File: src/rtl/rf_write_arbiter_if.sv
// Register-file write-port arbiter bus.
// Bundles the two requester handshakes (A: CPU writeback, B: debug/loader)
// together with the arbitrated register-file write port.
//   master : requester side, drives valid/addr/data, observes ready and write port
//   slave  : arbiter side, drives ready, WE3/WA3/WD3 and init_done
interface rf_write_arbiter_if #(
    parameter int unsigned ADDR_SIZE  = 5,
    parameter int unsigned DATA_WIDTH = 32
);
    logic                  a_valid;
    logic [ADDR_SIZE-1:0]  a_addr;
    logic [DATA_WIDTH-1:0] a_data;
    logic                  a_ready;

    logic                  b_valid;
    logic [ADDR_SIZE-1:0]  b_addr;
    logic [DATA_WIDTH-1:0] b_data;
    logic                  b_ready;

    logic                  WE3;
    logic [ADDR_SIZE-1:0]  WA3;
    logic [DATA_WIDTH-1:0] WD3;
    logic                  init_done;

    modport master (
        output a_valid, a_addr, a_data,
        output b_valid, b_addr, b_data,
        input  a_ready, b_ready,
        input  WE3, WA3, WD3, init_done
    );

    modport slave (
        input  a_valid, a_addr, a_data,
        input  b_valid, b_addr, b_data,
        output a_ready, b_ready,
        output WE3, WA3, WD3, init_done
    );
endinterface

File: src/rtl/rf_write_arbiter.sv
// Register-file write-port owner.
// After reset it clears every register to zero (optional), then shares the single
// write port between port A (CPU writeback) and port B (debug/loader) using
// valid/ready handshakes and round-robin arbitration. WE3/WA3/WD3 are registered
// on posedge CLK so they are stable when the register file samples on negedge.
// Ports:
//   CLK    : clock, all state changes on posedge
//   rst_n  : asynchronous active-low reset
//   bus    : slave side of rf_write_arbiter_if (requests, readies, write port,
//            init_done)
module rf_write_arbiter #(
    parameter int unsigned ADDR_SIZE      = 5,
    parameter int unsigned DATA_WIDTH     = 32,
    parameter bit          CLEAR_ON_RESET = 1'b1
) (
    input  logic                CLK,
    input  logic                rst_n,
    rf_write_arbiter_if.slave   bus
);

    typedef enum logic [0:0] {StClear, StRun} state_e;
    typedef enum logic [0:0] {GrantA, GrantB} grant_e;

    localparam state_e               ResetState = CLEAR_ON_RESET ? StClear : StRun;
    localparam logic [ADDR_SIZE-1:0] LastAddr   = '1;

    state_e                state_q, state_d;
    grant_e                last_grant_q, last_grant_d;
    logic [ADDR_SIZE-1:0]  clr_cnt_q, clr_cnt_d;
    logic                  we3_q, we3_d;
    logic [ADDR_SIZE-1:0]  wa3_q, wa3_d;
    logic [DATA_WIDTH-1:0] wd3_q, wd3_d;
    logic                  init_done_q, init_done_d;
    logic                  a_ready, b_ready;

    // State register
    always_ff @(posedge CLK or negedge rst_n) begin
        if (!rst_n) begin
            state_q <= ResetState;
        end else begin
            state_q <= state_d;
        end
    end

    // Next-state logic: CLEAR leaves once the last address has been issued
    always_comb begin
        state_d = state_q;
        unique case (state_q)
            StClear: if (clr_cnt_q == LastAddr) state_d = StRun;
            StRun:   state_d = StRun;
            default: state_d = ResetState;
        endcase
    end

    // Output / datapath logic
    always_comb begin
        a_ready      = 1'b0;
        b_ready      = 1'b0;
        last_grant_d = last_grant_q;
        clr_cnt_d    = clr_cnt_q;
        we3_d        = 1'b0;
        wa3_d        = wa3_q;
        wd3_d        = wd3_q;
        init_done_d  = init_done_q;

        unique case (state_q)
            StClear: begin
                we3_d     = 1'b1;
                wa3_d     = clr_cnt_q;
                wd3_d     = '0;
                clr_cnt_d = clr_cnt_q + 1'b1;
                if (clr_cnt_q == LastAddr) init_done_d = 1'b1;
            end
            StRun: begin
                init_done_d = 1'b1;
                // On a tie the port that did not win last time is granted.
                // rst_n gating keeps ready low during reset when the reset state is RUN.
                a_ready = rst_n & bus.a_valid & (~bus.b_valid | (last_grant_q == GrantB));
                b_ready = rst_n & bus.b_valid & (~bus.a_valid | (last_grant_q == GrantA));
                if (a_ready) begin
                    last_grant_d = GrantA;
                    // Register 0 is hardwired zero: accept but suppress the write
                    if (bus.a_addr != '0) begin
                        we3_d = 1'b1;
                        wa3_d = bus.a_addr;
                        wd3_d = bus.a_data;
                    end
                end else if (b_ready) begin
                    last_grant_d = GrantB;
                    if (bus.b_addr != '0) begin
                        we3_d = 1'b1;
                        wa3_d = bus.b_addr;
                        wd3_d = bus.b_data;
                    end
                end
            end
            default: ;
        endcase
    end

    always_ff @(posedge CLK or negedge rst_n) begin
        if (!rst_n) begin
            last_grant_q <= GrantB;
            clr_cnt_q    <= '0;
            we3_q        <= 1'b0;
            wa3_q        <= '0;
            wd3_q        <= '0;
            init_done_q  <= 1'b0;
        end else begin
            last_grant_q <= last_grant_d;
            clr_cnt_q    <= clr_cnt_d;
            we3_q        <= we3_d;
            wa3_q        <= wa3_d;
            wd3_q        <= wd3_d;
            init_done_q  <= init_done_d;
        end
    end

    assign bus.a_ready   = a_ready;
    assign bus.b_ready   = b_ready;
    assign bus.WE3       = we3_q;
    assign bus.WA3       = wa3_q;
    assign bus.WD3       = wd3_q;
    assign bus.init_done = init_done_q;

endmodule
File: src/flat_wrapper.sv
// flat-port wrapper written by rule: the top's interface ports become plain ports
module rf_write_arbiter_flat 
#(
    parameter int unsigned ADDR_SIZE      = 5,
    parameter int unsigned DATA_WIDTH     = 32,
    parameter bit          CLEAR_ON_RESET = 1'b1
)
  (CLK, rst_n, bus_a_valid, bus_a_addr, bus_a_data, bus_b_valid, bus_b_addr, bus_b_data, bus_a_ready, bus_b_ready, bus_WE3, bus_WA3, bus_WD3, bus_init_done);
  rf_write_arbiter_if #(.ADDR_SIZE(ADDR_SIZE), .DATA_WIDTH(DATA_WIDTH)) bus_i ();
  input  logic CLK;
  input  logic rst_n;
  input wire logic [$bits(bus_i.a_valid)-1:0] bus_a_valid;
  input wire logic [$bits(bus_i.a_addr)-1:0] bus_a_addr;
  input wire logic [$bits(bus_i.a_data)-1:0] bus_a_data;
  input wire logic [$bits(bus_i.b_valid)-1:0] bus_b_valid;
  input wire logic [$bits(bus_i.b_addr)-1:0] bus_b_addr;
  input wire logic [$bits(bus_i.b_data)-1:0] bus_b_data;
  output wire logic [$bits(bus_i.a_ready)-1:0] bus_a_ready;
  output wire logic [$bits(bus_i.b_ready)-1:0] bus_b_ready;
  output wire logic [$bits(bus_i.WE3)-1:0] bus_WE3;
  output wire logic [$bits(bus_i.WA3)-1:0] bus_WA3;
  output wire logic [$bits(bus_i.WD3)-1:0] bus_WD3;
  output wire logic [$bits(bus_i.init_done)-1:0] bus_init_done;
  assign bus_i.a_valid = bus_a_valid;
  assign bus_i.a_addr = bus_a_addr;
  assign bus_i.a_data = bus_a_data;
  assign bus_i.b_valid = bus_b_valid;
  assign bus_i.b_addr = bus_b_addr;
  assign bus_i.b_data = bus_b_data;
  assign bus_a_ready = bus_i.a_ready;
  assign bus_b_ready = bus_i.b_ready;
  assign bus_WE3 = bus_i.WE3;
  assign bus_WA3 = bus_i.WA3;
  assign bus_WD3 = bus_i.WD3;
  assign bus_init_done = bus_i.init_done;
  rf_write_arbiter #(.ADDR_SIZE(ADDR_SIZE), .DATA_WIDTH(DATA_WIDTH), .CLEAR_ON_RESET(CLEAR_ON_RESET)) u_core (.CLK(CLK), .rst_n(rst_n), .bus(bus_i));
endmodule
File: config.mk
export PLATFORM = sky130hd
export DESIGN_NAME = rf_write_arbiter_flat
export DESIGN_NICKNAME = d
export VERILOG_FILES = /design/src/rtl/rf_write_arbiter_if.sv /design/src/rtl/rf_write_arbiter.sv /design/src/flat_wrapper.sv
export SDC_FILE = /design/constraint.sdc
export NUM_CORES = 1
export LEC_CHECK = 0
export ABC_AREA = 1
export BUFFER_PORTS_ARGS = -buffer_cell sky130_fd_sc_hd__buf_2
export CAP_MARGIN = 5
export CORE_AREA = 2 2 75 77
export DETAILED_ROUTE_END_ITERATION = 8
export DIE_AREA = 0 0 77 79
export PLACE_DENSITY = 0.83
export SYNTH_ARGS = -nofsm -noshare
export SYNTH_HDL_FRONTEND = slang
export SYNTH_SLANG_ARGS = --single-unit
File: constraint.sdc
create_clock -name CLK -period 3.74 [get_ports CLK]
set_clock_uncertainty 0.1 [all_clocks]
set_input_delay 0.748 -clock CLK [delete_from_list [all_inputs] [get_ports CLK]]
set_output_delay 0.748 -clock CLK [all_outputs]
set_load 0.05 [all_outputs]
==> results.toml, run 1 <==
[outcome]
outcome = "complete, no violations"

[yosys]
synth_sequential_area_ratio = 0.4426
synth_top_flop_cell = "dfrtp_1"
postSynthNetCount = 433
synth_top_area_cell = "dfrtp_1"
netlist.area_leader.share = 0.4325
synth.ff_latch_count = 46
synth_area_leaders = "dfrtp_1 (43%), nand2_1 (24%), nand4_1 (9.4%)"
synth.yosys.warnings = 0
synth_edf_count = 0
synth_cell_types = 23
async_reset_ff_frac = 1.000
synthesis.area_um2 = 2604
instance_count_of_the_mapped_netlist = 353
syn_avg_cell_area_um2 = 7.376

[floorplanning]
die_h_um = 79
dieArea_um2 = 6083
die-width_um = 77
core-area_um2 = 5338
ioPinCount = 119
start_util = 0.4878
std_cell_rows = 27

[clock_tree]
cts_tree = "yes"
cts.sinks = 46
ctsResizeCount = 0
ctsLongestPathBuffers = 2
clock_transition_time_at_the_flip_flop_clock_pins_of_the_worst_setup_and_hold_paths_ns = 0.09
post-cts-setup-buffer-count = 0
cts_hold_buffers = 0
root_buffer = "clkbuf_8"
ctsHtreeMaxLevel = 2
clock_insertion_delay_worst_skew_ns = 0.30
cts_buffers = 5

[setup_path]
worst_r2r_startpoint = "u_core.last_grant_q$_DFFE_PN1P_"
critical_path_arrival_ns = 1.86
start_kind = "primary input"
timing.setup.critical_path_class = "in2out"
worst-r2r-setup-slack_ns = 1.45
crit-reg2reg-capture = "u_core.bus.WD3[23]$_DFFE_PN0P_"
worst-r2r-cell-count = 8
critPathRequiredTime_ns = 2.89
cp_max_fo = 21
critical_path.endpoint_type = "output port"

[grt]
grt_first_pass_wirelength_mm = 11.28
pin_count_of_the_biggest_net_entering_global_routing = 80
groute.usage.overall = 0.2289
number_of_antenna_violations_at_the_first_check_in_global_routing = 0
grt_pass1_vias = 2500
grt_overflow = 0

[route]
drc = 0
detail_route.iter0.violations = 148
post_drt_wl_per_cell_um = 12.83
antenna_left = 0
avgViaCountPerCell = 5.113
drt_wl_total_mm = 6.787
detail_route.first_pass.iterations = 4
detailroute.via_count = 2705

[timing]
setup-tns-final_ns = 0
number_of_slew_limit_violations_in_the_final_report = 0
setup_viol_count_final = 0
hold_slack_ns = 0.3390
rsz0062_at_grt = "false"
tightestPinTransition_ns = 0.7401
achievable-frequency_mhz = 369.6
hold_viol = 0
max-slew-margin-rel = 0.5066
finalCriticalPeriod_ns = 2.706
final_min_period_over_clock_period = 0.7235

[cells_and_area]
antenna-diode-count = 0
flow.area_growth_from_synthesis_pct = 24.51
layout_common_cells = "nand2_1 (164), buf_2 (118), dfrtp_1 (44)"
layout.cells.most_common = "nand2_1"
nNetsFinal = 536
proportion_of_layout_cells_with_a_drive_suffix_above_1 = 0.3151

[place]
hpwlAfterDp_mm = 4.655
io_buf_count = 118
gp_congestion = 0.8055

[worst_hold_path]
hold_path_class = "in2async"

[run]
maxCapViolCount = 0

[pwr]
power-per-cell-area_nw_per_um2 = 505.6
vdd.ir_drop.worst_mv = 0.2502
leakage_nw = 1.947
## logic make-up after synthesis
family,share of synthesized area
fa+ha+maj,0.009609
compound gates,0.003364
buf+inv,0.08649
simple gates,0.4479
xor+xnor,0.01009
flops,0.4426
## synth_stat cells (2+ instances only)
| library cell | count |
|---|---|
| buf_1 | 5 |
| buf_2 | 12 |
| buf_4 | 4 |
| buf_6 | 6 |
| dfrtp_1 | 45 |
| ha_1 | 2 |
| inv_1 | 9 |
| inv_2 | 3 |
| nand2_1 | 164 |
| nand2_2 | 4 |
| nand3_1 | 39 |
| nand3b_1 | 3 |
| nand4_1 | 39 |
| nor2_1 | 8 |
| xnor2_1 | 2 |
## worst max-delay path, stage by stage
cell	delay (ns)
buf_2	0.15
nand2_1	0.08
inv_2	0.11
nand2_2	0.26
nor2_1	0.23
buf_2	0.29
## per-layer routing
metal,GRT usage,share of wire,wire [um],up-vias
met5,0,0,0,-
met1,0.2909,0.44,2972,1249
met4,0.04286,0.0059,40,0
li1,-,-,-,1358
met3,0.04205,0.059,401,6
met2,0.4132,0.50,3373,92
## stage by stage
step	area [um^2]	cells	util	total power, W	setup WS (ns)
final	3242	529	0.6074	0.001639	1.034
after global routing	3242	529	0.6074	0.001727	0.9092
after CTS	3242	529	0.6074	0.001649	1.027
after detailed placement	3151	521	0.5902	0.001338	1.046
after global placement	3151	521	0.5902	0.001327	1.068
after floorplan	2604	353	-	0.001157	1.103
## flip-flops by register name, indices dropped and copies added, names as in the netlist
signal / flops
u_core.bus.WE3: 1
u_core.bus.WD3: 32
u_core.state_q: 1
u_core.last_grant_q: 1
u_core.bus.WA3: 5
u_core.bus.init_done: 1
u_core.clr_cnt_q: 5
## layout make-up
class	count	area (um^2)
Fill cell	519	2096
Multi-Input combinational cell	267	1226
Clock inverter	1	5.005
Sequential cell	46	1154
Clock buffer	7	86.33
Tap cell	72	90.09
Timing Repair Buffer	124	635.6
Inverter	12	45.04
## worst max-delay path by stage
| stage | start | endpoint | slack, ns |
|---|---|---|---|
| final | rst_n | bus_a_ready | 1.03 |
| after detailed placement | rst_n | bus_a_ready | 1.05 |
| after CTS | rst_n | bus_a_ready | 1.03 |
| after global routing | rst_n | bus_a_ready | 0.91 |
| after global placement | rst_n | bus_a_ready | 1.07 |
| after floorplan | bus_a_valid | bus_a_ready | 1.10 |
## power by group
group	internal (W)	switching, W
registers	0.000589	0.0000531
logic	0.000174	0.000512
clock network	0.000149	0.000162
Power figures use the tool's default switching activity.
==> inputs of run 2 (changes only) <==
ABC_AREA = 0   (was 1)
CORE_AREA = 2 2 82 84   (was 2 2 75 77)
DIE_AREA = 0 0 84 86   (was 0 0 77 79)
PLACE_DENSITY = 0.75   (was 0.83)
clock period = 2.35 ns   (was 3.74 ns; I/O delays follow)
==> run 2 against run 1 <==
Die area rose by 19%. Setup slack got worse by 0.86 ns. Sequential cell count did not move. Critical endpoint unchanged. Largest cell class unchanged. Largest power group unchanged. Highest routed layer unchanged.
==> results.toml, run 2 <==
[setup_path]
critical_path_cell_by_cell = "nor2b_4, or2_1, nor2_1, buf_2"
worstPathBufferInverterCount = 1
path_depth = 4
critical_path.endpoint_type = "output port"
worst-r2r-cell-count = 5
critical-path-slowest-cell = "dfstp_2"
cp_max_fo = 4
start_kind = "flop"
timing.critical_path.slowest_cell_delay_ns = 0.58
critPathTopFamily = "flip-flops"
startpoint = "u_core.last_grant_q$_DFFE_PN1P_"
worst_r2r_startpoint = "u_core.last_grant_q$_DFFE_PN1P_"
critPathRequiredTime_ns = 1.78
timing.setup.critical_path_class = "reg2out"
critical_path_arrival_ns = 1.60

[place]
io_buf_count = 118
gp_congestion = 0.8436
placed_cell_area_um2 = 3338
hpwlAfterDp_mm = 4.373

[cells_and_area]
antenna-diode-count = 0
layout.cells.most_common = "buf_2"
flow.area_growth_from_synthesis_pct = 28.06
flip_flop_count_of_the_largest_register_all_copies_and_words_added = 32
final_design_area_no_fill_um2 = 3415
layout_common_cells = "buf_2 (118), dfrtp_1 (45), o21ai_0 (36)"
nNetsFinal = 438
num-fill-cells = 558
register_area_um2 = 1152
multiInputGateArea_um2 = 1410
proportion_of_layout_cells_with_a_drive_suffix_above_1 = 0.5670
final_core_utilization = 0.5440

[floorplanning]
std_cell_rows = 29
start_util = 0.4248
ioPinCount = 119
die-width_um = 84
die_h_um = 86
core-area_um2 = 6277
dieArea_um2 = 7224

[clock_tree]
cts_buffers = 5
clock_transition_time_at_the_flip_flop_clock_pins_of_the_worst_setup_and_hold_paths_ns = 0.08
cts_tree = "yes"
clock_insertion_delay_worst_skew_ns = 0.29
ctsHtreeMaxLevel = 2
ctsLongestPathBuffers = 2
root_buffer = "clkbuf_8"
post-cts-setup-buffer-count = 0
ctsResizeCount = 0
cts_hold_buffers = 0
cts.sinks = 46

[yosys]
synth.yosys.warnings = 0
async_reset_ff_frac = 1.000
yosysMostFrequentCell = "dfrtp_1"
syn_avg_cell_area_um2 = 10.67
netlist.area_leader.share = 0.4223
synth.mux.area_fraction = 0.1915
yosys.area_share.xor_xnor = 0.009855
synth_simple_gate_area_frac = 0.1605
instance_count_of_the_mapped_netlist = 250
synth_cell_types = 29
synth_area_leaders = "dfrtp_1 (42%), mux2_4 (11%), or3b_2 (9.2%)"
synth_top_area_cell = "dfrtp_1"
synth_sequential_area_ratio = 0.4322
yosys.area_share.adder = 0.009385
ys_top_cells_by_count = "dfrtp_1 (45), o21ai_0 (36), a21oi_1 (32)"
combinational_family_with_the_most_area_after_synthesis = "multiplexers"
synth_edf_count = 0
synth_compound_area_frac = 0.1497
synth.ff_latch_count = 46
postSynthNetCount = 330
synthesis.area_um2 = 2666
synth_top_flop_cell = "dfrtp_1"

[timing]
number_of_slew_limit_violations_in_the_final_report = 0
achievable-frequency_mhz = 459.8
rsz0062_at_grt = "false"
tightestPinTransition_ns = 0.3232
hold_viol = 0
setup_viol_count_final = 0
finalCriticalPeriod_ns = 2.175
setup-tns-final_ns = 0
max-slew-margin-rel = 0.7846
final_min_period_over_clock_period = 0.9254

[grt]
groute.usage.overall = 0.1721
grt_overflow = 0
number_of_antenna_violations_at_the_first_check_in_global_routing = 0
grt_first_pass_wirelength_mm = 10.21
grt_pass1_vias = 2231
pin_count_of_the_biggest_net_entering_global_routing = 74

[route]
drt_wl_total_mm = 6.040
post_drt_wl_per_cell_um = 13.89
detail_route.first_pass.iterations = 4
antenna_left = 0
drc = 0
detailroute.via_count = 2256
avgViaCountPerCell = 5.186
detail_route.iter0.violations = 62

[pwr]
vdd.ir_drop.worst_mv = 0.4619
power-per-cell-area_nw_per_um2 = 819.2
leakage_nw = 1.613

[worst_hold_path]
hold_path_class = "in2async"

[run]
maxCapViolCount = 0

[outcome]
outcome = "complete, no violations"
-- run 2: changes by cell type in the layout (fill, tap and decap cells not counted), sizes merged, moves of 2 or more --
cell	change
nand3b	-3
nand4	-39
nor2b	+2
nand2	-165
inv	-12
a31oi	+4
o21ai	+36
or4	+2
mux2	+39
buf	+2
nand3	-38
or3b	+36
a21oi	+31
-- run 2: layout make-up --
class | count | share of cell area
clock buffer | 7 | 0.02235
timing repair buffer | 126 | 0.1979
multi-input combinational | 178 | 0.4130
tap | 77 | 0.02822
inverter | 1 | 0.001099
sequential | 46 | 0.3375
-- run 2: through the flow --
stage                     std cells  total power, W  hold WS, ns  setup WS (ns)
after global routing            435        0.002948       0.1280         0.1020
after CTS                       435        0.002837       0.1102         0.1611
after floorplan                 250        0.002043      0.07441         0.1815
final                           435        0.002797       0.1187         0.1752
after global placement          428        0.002348       0.3776         0.2114
after detailed placement        428        0.002369       0.3897         0.1696
-- run 2: kinds of logic (layout without fill, tap and decap cells) --
family                     Yosys count  in the layout
buffers and inverters               26            134
AOI/OAI and AO/OA                   75             75
and+or+nand+nor                     59             59
DFF                                 46             46
adders and majority gates            2              2
xor gates and xnor gates             3              3
muxes                               39             39
-- run 2: final timing paths --
path	to	slack, ns
worst max-delay path	bus_a_ready	0.18
max in group asynchronous	u_core.last_grant_q$_DFFE_PN1P_	1.76
min in group CLK	u_core.clr_cnt_q[3]$_DFFE_PN0N_	0.40
worst min register to register	u_core.clr_cnt_q[3]$_DFFE_PN0N_	0.40
worst max register to register	u_core.bus.WA3[4]$_DFFE_PN0P_	0.31
worst min-delay path	u_core.bus.WD3[17]$_DFFE_PN0P_	0.12
-- run 2: report_power, final --
| part | switching [W] | internal [W] | total [W] |
|---|---|---|---|
| logic | 0.000863 | 0.000428 | 0.00129 |
| clock network | 0.000244 | 0.000205 | 0.000449 |
| registers | 0.0000949 | 0.000962 | 0.00106 |
-- run 2: routing by layer --
metal	routed length, um	up-vias	part of all wire	GRT usage
met3	304	6	0.050	0.03657
met2	2979	66	0.49	0.2982
met5	0	-	0	0
met1	2678	1070	0.44	0.2156
met4	78	0	0.013	0.05572
li1	-	1114	-	-
==> inputs of run 3 (changes only) <==
GPL_TIMING_DRIVEN = 0   (was unset)
RECOVER_POWER = 100   (was unset)
==> run 3 against run 2 <==
Wire length is 13% higher. Non-clock buffer count is 18 higher. Power is 2.7% higher. Via count is 5.6% higher. Hold slack better by 0.28 ns. Final area is 0.88% lower. Highest routed layer unchanged.
==> results.toml, run 3 (same netlist as run 2, synthesis figures left out) <==
[outcome]
outcome = "complete, no violations"

[floorplanning]
dieArea_um2 = 7224
die-width_um = 84
std_cell_rows = 29
die_h_um = 86
ioPinCount = 119
start_util = 0.4248
core-area_um2 = 6277

[timing]
hold_viol = 0
number_of_slew_limit_violations_in_the_final_report = 0
hold_slack_ns = 0.3989
setup-tns-final_ns = 0
final_min_period_over_clock_period = 0.9309
max-slew-margin-rel = 0.2932
setup_viol_count_final = 0
tightestPinTransition_ns = 1.060
finalCriticalPeriod_ns = 2.188
achievable-frequency_mhz = 457.1
rsz0062_at_grt = "false"

[grt]
grt_pass1_vias = 2373
pin_count_of_the_biggest_net_entering_global_routing = 46
grt_first_pass_wirelength_mm = 11.21
grt_overflow = 0
gr-usage-met1 = 0.2439
gr-max-usage-layer = "met2"
number_of_antenna_violations_at_the_first_check_in_global_routing = 0
groute.usage.overall = 0.1914
grt_util_met2 = 0.3345
met3_grt_util = 0.03465

[route]
antenna_left = 0
detail_route.first_pass.iterations = 4
avgViaCountPerCell = 5.249
post_drt_wl_per_cell_um = 15.02
drc = 0
detail_route.iter0.violations = 68
detailroute.via_count = 2383
drt_wl_total_mm = 6.818

[clock_tree]
clock_transition_time_at_the_flip_flop_clock_pins_of_the_worst_setup_and_hold_paths_ns = 0.08
root_buffer = "clkbuf_8"
cts.sinks = 46
clock_insertion_delay_worst_skew_ns = 0.29
cts_tree = "yes"
ctsHtreeMaxLevel = 2
ctsLongestPathBuffers = 2
cts_buffers = 5

[setup_path]
crit-reg2reg-capture = "u_core.bus.WD3[6]$_DFFE_PN0P_"
critical_path_arrival_ns = 1.62
cp_max_fo = 10
critical_path.endpoint_type = "output port"
worst-r2r-cell-count = 6
critPathRequiredTime_ns = 1.78
worst_r2r_startpoint = "u_core.last_grant_q$_DFFE_PN1P_"
worst-r2r-setup-slack_ns = 0.22
startpoint = "rst_n"
start_kind = "primary input"
timing.setup.critical_path_class = "in2out"

[pwr]
vdd.ir_drop.worst_mv = 0.5038
leakage_nw = 1.488
power-per-cell-area_nw_per_um2 = 849.1

[cells_and_area]
register_area_um2 = 1152
multiInputGateArea_um2 = 1341
proportion_of_layout_cells_with_a_drive_suffix_above_1 = 0.4032
layout_common_cells = "buf_2 (79), clkbuf_1 (58), dfrtp_1 (45)"
nNetsFinal = 456
layout.cells.most_common = "buf_2"
antenna-diode-count = 0
flow.area_growth_from_synthesis_pct = 26.94
flip_flop_count_of_the_largest_register_all_copies_and_words_added = 32
num-fill-cells = 627

[place]
hpwlAfterDp_mm = 5.045
io_buf_count = 118
gp_congestion = 0.8536

[worst_hold_path]
hold_path_class = "reg2reg"
min_path_cells = 1
hold_end = "u_core.bus.WD3[13]$_DFFE_PN0P_"
min-delay-start = "u_core.bus.WD3[13]$_DFFE_PN0P_"

[run]
maxCapViolCount = 0
run 3: per-layer routing:
metal	up-vias	share of wire	wire [um]
met2	72	0.49	3364
met1	1148	0.45	3042
met4	0	0.011	78
li1	1155	-	-
met5	-	0	0
met3	8	0.049	334
run 3: cell type report:
type,instances,share of cell area
plain buffers,24,0.03475
clock buffers,7,0.02551
clock inverters,1,0.008872
inverters,1,0.001479
multi-input cells,178,0.3963
flip-flops and latches,46,0.3405
well taps,77,0.02847
repair buffers,120,0.1641
run 3: power by group:
part           total (W)  internal [W]  switching, W
clock           0.000601      0.000347      0.000255
sequential       0.00106      0.000962     0.0000946
combinational    0.00122      0.000340      0.000877
total            0.00287       0.00165       0.00123
run 3: through the flow:
stage / utilization / total power (W) / worst slack (ns) / instance area, um^2 / std cells
after floorplan: - / 0.002043 / 0.1815 / 2666 / 250
after global placement: 0.5342 / 0.002365 / -0.7979 / 3353 / 445
after detailed placement: 0.5342 / 0.002381 / -0.8223 / 3353 / 445
after CTS: 0.5605 / 0.003002 / 0.06031 / 3518 / 455
after global routing: 0.5392 / 0.003024 / 0.02095 / 3385 / 454
final: 0.5392 / 0.002874 / 0.1623 / 3385 / 454
run 3: repair_timing:
action | 4_1_cts | 5_1_grt
gates resized for setup | 4 | 0
gates cloned | 0 | 0
endpoints found under the hold margin | 45 | 0
setup endpoints to repair | 40 | 1
hold buffers | 2 | 0
buffers inserted | 0 | 0
run 3: critical path, cell delays in order:
cell,delay (ns)
clkbuf_1,0.16
nand2_1,0.08
buf_2,0.18
or2_0,0.31
nor2_1,0.11
clkbuf_2,0.29
run 3: how the worst max path moves through the flow:
stage / to / slack (ns) / cells past startpoint
4_1_cts: bus_a_ready / 0.06 / 5
6_report: bus_a_ready / 0.16 / 6
2_1_floorplan: bus_a_ready / 0.18 / 4
3_5_place_dp: u_core.bus.WD3[4]$_DFFE_PN0P_ / -0.82 / 8
5_1_grt: bus_a_ready / 0.02 / 6
3_3_place_gp: u_core.bus.WD3[7]$_DFFE_PN0P_ / -0.80 / 8
